File: src/rtl/rgb_led_top.sv
// rgb_led_top: steps an 8-colour palette and drives active-low RGB PWM.
// Optional triangle breathing brightness: define RGB_LED_BREATHE_EN.
module rgb_led_top #(
  parameter int PWM_BITS      = 8,
  parameter int STEP_TICKS    = 12000,
  parameter int BREATHE_TICKS = 47
) (
  input  logic CLK,
  input  logic RST,
  output logic LED_R,
  output logic LED_G,
  output logic LED_B
);

  localparam int SW = $clog2(STEP_TICKS);
  localparam logic [SW-1:0] STEP_LAST = SW'(STEP_TICKS - 1);

  typedef logic [PWM_BITS-1:0] duty_t;

  // Declaration initialisers give X-free power-up without a reset pulse.
  duty_t         pwm_q  = '0;
  duty_t         pwm_d;
  logic [SW-1:0] step_q = '0;
  logic [SW-1:0] step_d;
  logic [2:0]    idx_q  = '0;
  logic [2:0]    idx_d;
  logic [2:0]    led_q  = '1;
  logic [2:0]    led_d;

  duty_t duty_r, duty_g, duty_b;
  duty_t eff_r, eff_g, eff_b;

  always_comb begin
    pwm_d  = pwm_q + 1'b1;
    step_d = step_q + 1'b1;
    idx_d  = idx_q;
    if (step_q == STEP_LAST) begin
      step_d = '0;
      idx_d  = idx_q + 3'd1;
    end
  end

  always_comb begin
    duty_r = '0;
    duty_g = '0;
    duty_b = '0;
    unique case (idx_q)
      3'd0: begin
        duty_r = duty_t'(8'd255);
      end
      3'd1: begin
        duty_r = duty_t'(8'd255);
        duty_g = duty_t'(8'd128);
      end
      3'd2: begin
        duty_g = duty_t'(8'd255);
      end
      3'd3: begin
        duty_g = duty_t'(8'd255);
        duty_b = duty_t'(8'd255);
      end
      3'd4: begin
        duty_b = duty_t'(8'd255);
      end
      3'd5: begin
        duty_r = duty_t'(8'd255);
        duty_b = duty_t'(8'd255);
      end
      3'd6: begin
        duty_r = duty_t'(8'd255);
        duty_g = duty_t'(8'd255);
        duty_b = duty_t'(8'd255);
      end
      3'd7: begin
        duty_r = duty_t'(8'd32);
        duty_g = duty_t'(8'd32);
        duty_b = duty_t'(8'd32);
      end
    endcase
  end

`ifdef RGB_LED_BREATHE_EN
  localparam int BW = (BREATHE_TICKS > 1) ? $clog2(BREATHE_TICKS) : 1;
  localparam logic [BW-1:0] BR_LAST = BW'(BREATHE_TICKS - 1);
  localparam duty_t BRI_MAX = '1;

  logic [BW-1:0] brc_q = '0;
  logic [BW-1:0] brc_d;
  duty_t         bri_q = '0;
  duty_t         bri_d;
  logic          up_q  = 1'b1;
  logic          up_d;

  // Endpoints are held one step: the turn-around step moves away from them.
  always_comb begin
    brc_d = brc_q + 1'b1;
    bri_d = bri_q;
    up_d  = up_q;
    if (brc_q == BR_LAST) begin
      brc_d = '0;
      if (up_q) begin
        if (bri_q == BRI_MAX) begin
          up_d  = 1'b0;
          bri_d = bri_q - 1'b1;
        end else begin
          bri_d = bri_q + 1'b1;
        end
      end else begin
        if (bri_q == '0) begin
          up_d  = 1'b1;
          bri_d = bri_q + 1'b1;
        end else begin
          bri_d = bri_q - 1'b1;
        end
      end
    end
  end

  always_ff @(posedge CLK) begin
    if (RST) begin
      brc_q <= '0;
      bri_q <= '0;
      up_q  <= 1'b1;
    end else begin
      brc_q <= brc_d;
      bri_q <= bri_d;
      up_q  <= up_d;
    end
  end

  function automatic duty_t scale(input duty_t d, input duty_t b);
    logic [2*PWM_BITS-1:0] p;
    p = {{PWM_BITS{1'b0}}, d} * ({{PWM_BITS{1'b0}}, b} + 1'b1);
    return p[2*PWM_BITS-1:PWM_BITS];
  endfunction

  assign eff_r = scale(duty_r, bri_q);
  assign eff_g = scale(duty_g, bri_q);
  assign eff_b = scale(duty_b, bri_q);
`else
  assign eff_r = duty_r;
  assign eff_g = duty_g;
  assign eff_b = duty_b;
`endif

  always_comb begin
    led_d = {~(pwm_q < eff_r), ~(pwm_q < eff_g), ~(pwm_q < eff_b)};
  end

  always_ff @(posedge CLK) begin
    if (RST) begin
      pwm_q  <= '0;
      step_q <= '0;
      idx_q  <= '0;
      led_q  <= '1;
    end else begin
      pwm_q  <= pwm_d;
      step_q <= step_d;
      idx_q  <= idx_d;
      led_q  <= led_d;
    end
  end

  assign {LED_R, LED_G, LED_B} = led_q;

endmodule

File: config.mk
export PLATFORM = sky130hd
export DESIGN_NAME = rgb_led_top
export DESIGN_NICKNAME = d
export VERILOG_FILES = /design/src/rtl/rgb_led_top.sv
export SDC_FILE = /design/constraint.sdc
export NUM_CORES = 1
export LEC_CHECK = 0
export BUFFER_PORTS_ARGS = -buffer_cell sky130_fd_sc_hd__buf_2
export CELL_PAD_IN_SITES_DETAIL_PLACEMENT = 0
export CELL_PAD_IN_SITES_GLOBAL_PLACEMENT = 2
export CORE_MARGIN = 2
export CORE_UTILIZATION = 40
export DETAILED_ROUTE_END_ITERATION = 10
export PLACE_DENSITY_LB_ADDON = 0.08
export SLEW_MARGIN = 10
export SYNTH_ARGS = -nofsm -noshare
export SYNTH_HDL_FRONTEND = slang
export SYNTH_SLANG_ARGS = --single-unit
File: constraint.sdc
create_clock -name CLK -period 6.4 [get_ports CLK]
set_clock_uncertainty 0.05 [all_clocks]
set_input_delay 1.28 -clock CLK [delete_from_list [all_inputs] [get_ports CLK]]
set_output_delay 1.28 -clock CLK [all_outputs]
set_load 0.02 [all_outputs]
# --- Word-level counts from Yosys, hierarchy flattened ---
# Cells that the tools add are included.
# W data, S select, Z words.
op_classes:
  addsub: 3
  n_lt_le_gt_ge: 3
  eq_ne: 8
  n_mux: 3
  bitwise: 3
  reduce_logical: 5
ops:
  columns: ["operator", "n"]
  rows:
  - ["$pmux W8 S2", 2]
  - ["$lt A8 B8 Y1", 3]
  - ["$pmux W8 S3", 1]
  - ["$add A14 B1 Y14 const B", 1]
  - ["$eq A14 B14 Y1 const B", 1]
  - ["$eq A3 B3 Y1 const B", 4]
  - ["$add A8 B1 Y8 const B", 1]
  - ["$reduce_or A4 Y1", 2]
  - ["$eq A3 B2 Y1 const B", 2]
  - ["$add A3 B1 Y3 const B", 1]
  - ["$eq A3 B1 Y1 const B", 1]
  - ["$logic_not A3 Y1", 1]
  - ["$not A1 Y1", 3]
  - ["$reduce_or A3 Y1", 1]
  - ["$reduce_or A2 Y1", 1]
totals:
  register_bits: 28
  in_bits: 2
  output_inout_bits: 3
  word_cells: 29

# --- Logic depth before layout (Yosys ltp) ---
logic_depth:
  word_depth: 5
  mapped_depth: 10
  ltp_nobuf: 10

# --- Worst setup path after synthesis ---
# Ideal clock, no wire load.
synth_path:
  kind: "reg2reg"
  start: "register idx_q[0]"
  end: "register led_q[2]"
  arrival_time_ns: 2.503
  t_required_ns: 6.223
  path_slack_ns: 3.720
  stages_incl_launch_ff: 9
  synth_period_minus_slack_ns: 2.680
  cell_sequence: "dfxtp_1 inv_1 ha_1 and2_1 a211oi_1 ha_1 a211o_1 a2111oi_0 nand2_1"
synth_via:
  elab_chain_len: 5
  word_cells_on_any_way: 9
  classes_between: "1 x order compare; 4 x eq/ne; 1 x mux; 1 x bitwise; 2 x reduce/logical"
synth_rtl:
  columns: ["item", "line", "text"]
  rows:
  - ["start: declaration", "25", "logic [2:0] idx_q = '0;"]
  - ["start signal: assignment", "159", "idx_q <= idx_d;"]
  - ["$eq A3 B3 Y1, or another cell as far along", "47", "unique case (idx_q)"]
  - ["$reduce_or A4 Y1 (no line)", null, null]
  - ["$pmux W8 S2 (*)", "47", null]
  - ["$lt A8 B8 Y1 (*)", "147", "led_d = {~(pwm_q < eff_r), ~(pwm_q < eff_g), ~(pwm_q < eff_b)};"]
  - ["$not A1 Y1 (*)", "147", null]
  - ["end signal: assignment", "160", "led_q <= led_d;"]
  - ["end: declaration", "27", "logic [2:0] led_q = '1;"]
# Every way passes the cells marked *; elsewhere a longest branch is shown, timed or not.
# A chain may end at the register's enable or synchronous reset.

# --- Final worst setup path ---
# Same ends and word-level chain as after synthesis.

==> results.cfg <==
[critical_path]
worstPathArrival_ps = 3070
cp.required_ps = 6510
rrSetupSlack_ps = 3440
crit_fanout = 8
r2r_cells = 8
timing.rr.end = led_q[2]$_SDFF_PP1_
start_kind = register
reg2reg_from = idx_q[0]$_SDFFE_PP0P_
cp-end-kind = register
setup.worst_path.class = reg2reg

[die]
die_width_um = 69.2
die_area_um2 = 4790
start_util_pct = 41.9
num_rows = 23
io_pins = 5
core-area_um2 = 4060
die_h_um = 69.2

[logic_synthesis]
synthesis.nets = 209
avgSynthCellArea_um2 = 9.61
ys_seq_elements = 28
synth-edff-count = 0
synth_top_area_share_pct = 33.0
synth_async_sr_flop_share_pct = 0
yosys.area.top_type = dfxtp_1
synth.distinct_cells = 38
yosysWarnings = 0
synth_area_um2 = 1700
ys_seq_area_share_pct = 33.0
syn_inst = 177
synth_flop_cell = dfxtp_1
synth_area_leaders = dfxtp_1, ha_1, xor2_1, nor2_1, nand3_1

[pwr]
clockPowerShare_pct = 34.2
comb_power_share_pct = 7.3
peakVddDrop_mv = 0.108
p_leak_nw = 0.773
intPower_mw = 0.245
p_seq_share_pct = 58.4
p_sw_mw = 0.0709
cellPowerDensity_nw_per_um2 = 175
p_sw_share_pct = 22.4

[cells_and_area]
nets = 215
drive_gt1_share_pct = 8.79
fillers = 388
syn_to_final_growth_pct = 6.25
num_antenna_cells = 0

[sta]
post-route-period-util_pct = 46.3
worst_slack_ps = 3440
fin_tns_setup_ps = 0
finalHoldViolCount = 0
rsz0062_at_grt = no
finalSetupViolations = 0
post-route-min-period_ps = 2960
slew_headroom_pct = 38.3
tightest_slew_ps = 925
slew_viol_final = 0
fmax_ghz = 0.338

[clocking]
cts_buffers = 3
cts_root_buf = clkbuf_8
path_clk_slew_ps = 90
cts.sinks = 28
postCtsHoldBufs = 0
cts.htree.levels = 1
cts_tree = yes
cts_resized = 0
clockBufferDepth = 2
post_cts_buffers = 0
worstSkewPairLatency_ps = 270

[routing]
routed_wl_um = 3060
ant_nets = 0
drt_drc_violations_left = 0
dr.pass1.iters = 4
vias = 1236
viasPerCell = 5.33
drt_iter0_drc = 119
wire_per_inst_um = 13.2

[hold_path]
min_to = step_q[0]$_SDFF_PP0_
hold_class = reg2reg
hold_depth = 1
hp-start = step_q[0]$_SDFF_PP0_

[place]
gp_congestion = 0.730
portBuffers = 4
dpl.hpwl_um = 2340
dp_slack_ps = 3430

[flow_run]
drv_cap = 0

[global_route]
gr-total-overflow = 0
grt_pass1_wl_um = 5070
grt_usage_pct = 13.1
antenna_found_initial = 0
grt_max_degree = 16
grt_pass1_vias = 1091

[status]
outcome = complete, no violations
through the flow:
step | cells | cell area, µm² | power (mW) | util (%) | hold WS [ps]
2_1_floorplan | 177 | 1700 | 0.207 | - | 385
3_3_place_gp | 228 | 1750 | 0.211 | 43.2 | 399
3_5_place_dp | 228 | 1750 | 0.212 | 43.2 | 400
4_1_cts | 232 | 1810 | 0.323 | 44.5 | 426
5_1_grt | 232 | 1810 | 0.336 | 44.5 | 447
6_report | 232 | 1810 | 0.316 | 44.5 | 421
state kept, by name, indices dropped and copies added, names as in the netlist:
| register | count |
|---|---|
| idx_q | 3 |
| led_q | 3 |
| pwm_q | 8 |
| step_q | 14 |
metal layers:
metal / global-route usage (%) / wire length [µm]
met1: 19.8 / 1670
met2: 19.2 / 1300
met3: 2.18 / 67
met4: 3.27 / 25
met5: 0 / 0
worst max path at each step:
stage                                startpoint                  end  slack, ps
after floorplan           idx_q[0]$_SDFFE_PP0P_  led_q[2]$_SDFF_PP1_       3720
after global placement    idx_q[0]$_SDFFE_PP0P_  led_q[2]$_SDFF_PP1_       3500
after detailed placement  idx_q[0]$_SDFFE_PP0P_  led_q[2]$_SDFF_PP1_       3430
after CTS                 idx_q[0]$_SDFFE_PP0P_  led_q[2]$_SDFF_PP1_       3420
after global routing      idx_q[0]$_SDFFE_PP0P_  led_q[2]$_SDFF_PP1_       3140
final                     idx_q[0]$_SDFFE_PP0P_  led_q[2]$_SDFF_PP1_       3440
power groups by stage:
stage	clock network, mW	logic (mW)	registers [mW]
after floorplan	0	0.0180	0.189
after CTS	0.115	0.0236	0.184
after global routing	0.124	0.0268	0.185
final	0.108	0.0232	0.185
after detailed placement	0	0.0234	0.188
after global placement	0	0.0228	0.188
synthesized netlist by cell type (2+ instances only):
master / count
ha_1: 30
dfxtp_1: 28
nor2_1: 22
xor2_1: 13
nand3_1: 12
inv_1: 6
nand4_1: 6
nand2_1: 5
o21ai_0: 5
xnor2_1: 5
a211oi_1: 4
nor2_2: 4
a21o_1: 3
a21oi_1: 3
and3_1: 3
nor2b_1: 3
and2_1: 2
and4_1: 2
o211ai_1: 2
cell type report:
class,instances,area (µm²),area share (%)
well taps,50,62.6,3.46
multi-input cells,140,1090,60.1
clock buffers,4,55.1,3.05
repair buffers,4,20.0,1.11
flip-flops and latches,28,561,31.0
inverters,6,22.5,1.25
logic make-up (layout without fill, tap and decap cells):
family | Yosys count | in the layout | synth area share (%)
buffers and inverters | 9 | 14 | 3.16
AND/OR/NAND/NOR | 66 | 66 | 21.6
AO/OA/AOI/OAI | 25 | 25 | 10.4
multiplexers | 1 | 1 | 0.589
XOR/XNOR | 18 | 18 | 9.27
flip-flops | 28 | 28 | 33.0
adder cells (fa/ha/maj) | 30 | 30 | 22.1
critical path: stages, from the launching register on:
cell and delay (ps):
dfxtp_1 440, inv_1 110, ha_1 210, and2_1 160
a211oi_1 730, ha_1 390, a211o_1 290, a2111oi_0 380
nand2_1 90
placed cells by master (no fill, tap or decap), drive strengths merged:
cell	Yosys	routed
a211o	1	1
nand2	5	5
o2111ai	1	1
a2111oi	1	1
dfxtp	28	28
or4b	2	2
nor3b	1	1
buf	2	4
or2	1	1
and2	2	2
o21bai	1	1
nand4	6	6
a221oi	1	1
a21oi	3	3
nor4	1	1
and4	3	3
a221o	1	1
or3	1	1
nor2b	3	3
o21ai	5	5
nor2	26	26
o211ai	2	2
a211oi	4	4
nand3	12	12
o22ai	1	1
o211a	1	1
inv	6	6
clkbuf	1	4
a21o	3	3
ha	30	30
mux2i	1	1
xnor2	5	5
xor2	13	13
and3	3	3
Power figures use the tool's default switching activity.
